### src/rtl/booth_mult_seq.sv
// Sequential radix-4 Booth multiplier.
// Accepts one signed operand pair, retires one Booth digit per cycle and
// returns the exact signed 2W-bit product through a valid/ready handshake.
//
// state | meaning
// ------+------------------------------------------------------------
// IDLE  | waiting for operands; in_ready high
// RUN   | consuming Booth digit k each edge; busy high, sdn live
// DONE  | product valid; holds until out_ready or abort
module booth_mult_seq #(
    parameter int W = 8
) (
    input  logic            clk,
    input  logic            rst_n,
    input  logic            in_valid,
    output logic            in_ready,
    input  logic [W-1:0]    multiplicand,
    input  logic [W-1:0]    multiplier,
    input  logic            abort,
    output logic            out_valid,
    input  logic            out_ready,
    output logic [2*W-1:0]  product,
    output logic            busy,
    output logic [2:0]      sdn
);

    localparam int N  = W / 2;
    localparam int KW = (N > 1) ? $clog2(N) : 1;
    localparam logic [KW-1:0] K_LAST = KW'(N - 1);

    typedef enum logic [1:0] {
        IDLE = 2'd0,
        RUN  = 2'd1,
        DONE = 2'd2
    } state_t;

    state_t             state;
    state_t             state_next;
    logic [W-1:0]       m_reg;
    logic [W-1:0]       q_reg;
    logic [2*W-1:0]     acc;
    logic [2*W-1:0]     acc_next;
    logic [KW-1:0]      k;
    logic [W:0]         q_ext;
    logic [2:0]         triple;
    logic [2:0]         sel;
    logic [2*W-1:0]     m_ext;
    logic [2*W-1:0]     pp;

    // State register
    always_ff @(posedge clk) begin
        if (!rst_n) begin
            state <= IDLE;
        end else begin
            state <= state_next;
        end
    end

    // Next-state logic; abort takes priority over completion and handoff
    always_comb begin
        state_next = state;
        unique case (state)
            IDLE: if (in_valid) state_next = RUN;
            RUN: begin
                if (abort)            state_next = IDLE;
                else if (k == K_LAST) state_next = DONE;
            end
            DONE: if (abort || out_ready) state_next = IDLE;
            default: state_next = IDLE;
        endcase
    end

    // Status outputs decoded from state; sdn only shows a digit while running
    always_comb begin
        in_ready  = (state == IDLE);
        busy      = (state == RUN);
        out_valid = (state == DONE);
        sdn       = (state == RUN) ? sel : 3'b000;
    end

    // Booth recoding of the current digit; q_ext carries the implicit Q[-1]=0
    always_comb begin
        q_ext  = {q_reg, 1'b0};
        triple = q_ext[{k, 1'b0} +: 3];
        unique case (triple)
            3'b001, 3'b010: sel = 3'b010;
            3'b011:         sel = 3'b100;
            3'b100:         sel = 3'b101;
            3'b101, 3'b110: sel = 3'b011;
            default:        sel = 3'b000;
        endcase
    end

    // Partial product digit*M, sign-extended and aligned to digit position 2k
    always_comb begin
        m_ext = {{W{m_reg[W-1]}}, m_reg};
        unique case (sel)
            3'b010:  pp = m_ext;
            3'b100:  pp = m_ext << 1;
            3'b011:  pp = -m_ext;
            3'b101:  pp = -(m_ext << 1);
            default: pp = '0;
        endcase
        acc_next = acc + (pp << {k, 1'b0});
    end

    // Operand capture, accumulation and product register
    always_ff @(posedge clk) begin
        if (!rst_n) begin
            m_reg   <= '0;
            q_reg   <= '0;
            acc     <= '0;
            k       <= '0;
            product <= '0;
        end else begin
            unique case (state)
                IDLE: begin
                    if (in_valid) begin
                        m_reg <= multiplicand;
                        q_reg <= multiplier;
                        acc   <= '0;
                        k     <= '0;
                    end
                end
                RUN: begin
                    if (!abort) begin
                        acc <= acc_next;
                        k   <= k + 1'b1;
                        if (k == K_LAST) product <= acc_next;
                    end
                end
                default: ;
            endcase
        end
    end

endmodule

### config.mk
export PLATFORM = sky130hd
export DESIGN_NAME = booth_mult_seq
export DESIGN_NICKNAME = d
export VERILOG_FILES = /design/src/rtl/booth_mult_seq.sv
export SDC_FILE = /design/constraint.sdc
export NUM_CORES = 1
export LEC_CHECK = 0
export CAP_MARGIN = 10
export CORE_UTILIZATION = 51
export DETAILED_ROUTE_END_ITERATION = 8
export GPL_ROUTABILITY_DRIVEN = 0
export MAX_ROUTING_LAYER = met4
export PLACE_DENSITY = 0.82
export SLEW_MARGIN = 20
export SYNTH_ARGS = -nofsm -noshare
export SYNTH_HDL_FRONTEND = slang
export SYNTH_SLANG_ARGS = --single-unit
export TNS_END_PERCENT = 10
### constraint.sdc
create_clock -name clk -period 4.29 [get_ports clk]
set_input_delay 1.287 -clock clk [delete_from_list [all_inputs] [get_ports clk]]
set_output_delay 1.287 -clock clk [all_outputs]
set_load 0.01 [all_outputs]
==> run_results.csv <==
group,metric,value,unit
status,outcome,"finished, final reports clean",
sta,setup-violations-final,0,
placed_design,hpwl,6.98,mm
synth,synth-warning-count,0,
power_and_ir_drop,sw_ratio,0.290,
setup_path,reg2reg_setup_slack,0.09,ns
synth,postSynthRegisterBits,52,
final_layout,largest_registers,"acc: 16 flops, product: 16 flops",
setup_path,crit_start,"k[0]$_SDFFE_PN0P_",
power_and_ir_drop,power.share.sequential,0.425,
sta,grt_setup_unrepaired,"true",
setup_path,data_arrival_at_the_endpoint_of_the_critical_path,4.40,ns
detailed_routing,drt-total-wl,10.1,mm
synth,post_synth_inst_count,476,
setup_path,crit_required,4.50,ns
detailed_routing,post_drt_wl_per_cell,16.4,um
detailed_routing,detail_route.drc_violations,0,
final_layout,final-seq-area,1040,um^2
final_layout,area_growth,23.1,%
synth,synth-simple-area-share,0.245,
final_layout,fill_cells,539,
grt,antenna_found_initial,0,
clock_tree,cts-hold-fix-buffers,0,
setup_path,critical_path.endpoint,"acc[15]$_SDFFE_PN0P_",
setup_path,reg2regPathDepth,18,
synth,synth_adder_area_share,0.0785,
synth,asyncSetResetFlopFracSynth,0,
sta,period_share,0.979,
setup_path,worstSetupStartpointType,"flip-flop",
die,die_h,87.9,um
setup_path,critical_path.max_fanout,4,
sta,drv_slew,0,
synth,dominantRegCellSynth,"dfxtp_1",
grt,globalRoute.totalOverflow,0,
final_layout,layout.cell_area.non_filler,4630,um^2
setup_path,crit_path_end_kind,"flip-flop",
power_and_ir_drop,power.density_cell_area,260,nW/um^2
detailed_routing,via_count,3676,
final_layout,commonest_cells_after_routing_fill_and_taps_aside,"nand2_1 (73), dfxtp_1 (50), clkdlybuf4s50_1 (42)",
clock_tree,clock_latency_on_the_worst_skew_pair,0.32,ns
synth,synth_fp_nets,520,
synth,post_synth_num_cell_types,59,
power_and_ir_drop,static-leakage-power,1.83,nW
clock_tree,cts_sinks,52,
setup_path,launch_instance_of_the_worst_register_to_register_path,"k[0]$_SDFFE_PN0P_",
sta,finClkSkew,0.0105,ns
die,die_area,7720,um^2
synth,synth.mux.area_fraction,0.0715,
sta,worst-slew-pin-transition,0.906,ns
sta,maxSlewHeadroom,0.394,
sta,final_critical_path_setup_slack,0.0912,ns
detailed_routing,drt_iter0_drc,284,
synth,synth_xor_area_frac,0.0319,
clock_tree,tritoncts,"yes",
setup_path,worst-path-buf-inv,2,
placed_design,dp_slack,-0.105,ns
synth,seq_area_frac_synth,0.277,
power_and_ir_drop,combinational_power_share,0.233,
grt,maximum_number_of_pins_on_one_net_before_global_route_repair,31,
setup_path,timing.critical_path.depth,18,
die,chipWidth,87.9,um
clock_tree,ctsHtreeMaxLevel,2,
final_layout,drive_gt1_frac,0.145,
clock_tree,cts.reportedPaths.clkPinSlew,0.11,ns
setup_path,critPathKind,"flip-flop to flip-flop",
sta,whs,0.466,ns
final_layout,most_frequent_standard_cell_in_the_layout_excluding_fill_and_tap_cells,"nand2_1",
die,rows,30,
setup_path,crit_path_cell_trace,"mux4_2, inv_1, ha_1, or3_1, mux2i_1, and2_4, buf_4, a221o_1, mux2i_1, mux2i_1, ha_1, a21oi_2, o21ai_1, a221oi_2, o21a_1, xnor2_1, mux2i_1, a21boi_0",
synth,synth.cell_area,3760,um^2
sta,period_needed,4.20,ns
power_and_ir_drop,worst_ir_drop_vdd,0.140,mV
final_layout,number_of_diodes_added_for_antenna_fixing,0,
flow_run,drv.max_cap_violation_count,0,
detailed_routing,antenna_violating_nets_remaining,0,
power_and_ir_drop,switchingPower,0.348,mW
clock_tree,cts_root_buf,"clkbuf_8",
power_and_ir_drop,internal_power,0.853,mW
detailed_routing,detailedRoute.firstPassIterationCount,5,
clock_tree,cts-root-to-sink-buffers,2,
die,floorplan.initialDensity,0.541,
sta,report.final.hold_viol_count,0,
setup_path,max_stage_delay,0.54,ns
synth,largest_family_of_logic_cells_by_synthesized_area,"compound AO/OA/AOI/OAI gates",
final_layout,multiInputGateArea,2680,um^2
hold_path,hp-class,"flip-flop to flip-flop",
final_layout,fin_nets,561,
clock_tree,number_of_buffers_inserted_during_clock_tree_synthesis,5,
synth,synth.avg_cell_area,7.90,um^2
setup_path,cp_dominant_cell_by_count,"mux2i_1",
setup_path,cpMaxStageDelayCell,"mux4_2",
placed_design,io_buffers,42,
synth,synth_edf_count,0,
power_and_ir_drop,power.share.clock,0.343,
placed_design,detailed_place.area,4320,um^2
synth,synth_area_in_compound_gates,0.245,
grt,vias_in_the_first_global_route,3461,
grt,track_usage,0.276,
sta,timing.fmax,238,MHz
grt,global_route_wire_length_before_repair,16.2,mm
die,core,6940,um^2
setup_path,crit-reg2reg-capture,"acc[15]$_SDFFE_PN0P_",
final_layout,final_core_util,0.667,
detailed_routing,detail_route.vias_per_cell,5.99,
die,design.portCount,43,
setup_path,critical_path.top_delay_family,"compound AO/OA/AOI/OAI gates",
Yosys cell counts, types with 5 or more instances:
cell type	number	area share
a21oi_1	18	0.024
nand4_1	5	0.0083
mux2i_1	19	0.051
o211ai_1	6	0.012
nor2b_1	18	0.030
xnor2_1	7	0.016
nor3_1	5	0.0067
ha_1	22	0.073
a21o_1	9	0.018
nor3b_1	5	0.010
dfxtp_1	52	0.28
nor2_1	35	0.035
clkbuf_1	23	0.023
inv_1	13	0.013
nand2_1	74	0.074
a31oi_1	5	0.0083
o21ai_1	5	0.0067
nand3_1	17	0.023
a21boi_0	28	0.056
and2_1	9	0.015
a22oi_1	13	0.026
o21ai_0	12	0.016
layer usage:
| metal | track usage | vias to the layer above | wire length (um) | share of wire |
|---|---|---|---|---|
| met2 | 0.466 | 154 | 4850 | 0.48 |
| met4 | 0.109 | 0 | 334 | 0.033 |
| met1 | 0.332 | 1695 | 4260 | 0.42 |
| li1 | - | 1783 | - | - |
| met3 | 0.0349 | 44 | 609 | 0.061 |
| met5 | - | - | 0 | 0 |
tightest hold or removal path: stages, from the launching register on:
cell	delay, ns
dfxtp_1	0.32
nand2_1	0.05
a21boi_0	0.06
power groups by stage:
stage | sequential (mW) | combinational [mW] | clock [mW]
6_report | 0.510 | 0.280 | 0.412
5_1_grt | 0.512 | 0.303 | 0.437
4_1_cts | 0.509 | 0.256 | 0.415
3_5_place_dp | 0.520 | 0.253 | 0
3_3_place_gp | 0.520 | 0.245 | 0
2_1_floorplan | 0.514 | 0.182 | 0
final cells by class:
| class | count | share of cell area |
|---|---|---|
| Tap cell | 96 | 0.0259 |
| Timing Repair Buffer | 66 | 0.130 |
| Multi-Input combinational cell | 379 | 0.579 |
| Clock buffer | 5 | 0.0149 |
| Clock inverter | 3 | 0.0149 |
| Inverter | 13 | 0.0105 |
| Sequential cell | 52 | 0.225 |
through the flow:
stage          TNS [ns]  power, mW  instances
2_1_floorplan         0      0.695        476
3_3_place_gp          0      0.764        603
3_5_place_dp     -0.355      0.773        603
4_1_cts               0       1.18        611
5_1_grt          -0.575       1.25        614
6_report              0       1.20        614
timing repair:
action / in CTS / in global routing
gates resized for setup: 5 / 36
endpoints found under the setup margin: 8 / 19
setup buffers: 0 / 3
pin swaps: 2 / 10
kinds of logic after synthesis:
group,after synthesis
buffers and inverters,45
and+or+nand+nor,190
adders and majority gates,23
muxes,24
xor gates and xnor gates,12
AOI/OAI and AO/OA,130
DFF,52
worst min path at each step:
stage	cells after the start	startpoint	endpoint	slack, ns
floorplan	1	state[1]$_SDFFE_PN0P_	state[0]$_SDFFE_PN0P_	0.43
global placement	1	state[1]$_SDFFE_PN0P_	state[0]$_SDFFE_PN0P_	0.45
detailed placement	2	product[6]$_SDFFE_PN0P_	product[6]$_SDFFE_PN0P_	0.46
CTS	2	product[6]$_SDFFE_PN0P_	product[6]$_SDFFE_PN0P_	0.47
global route	2	product[6]$_SDFFE_PN0P_	product[6]$_SDFFE_PN0P_	0.49
finish	2	product[6]$_SDFFE_PN0P_	product[6]$_SDFFE_PN0P_	0.47
Power figures use the tool's default switching activity.
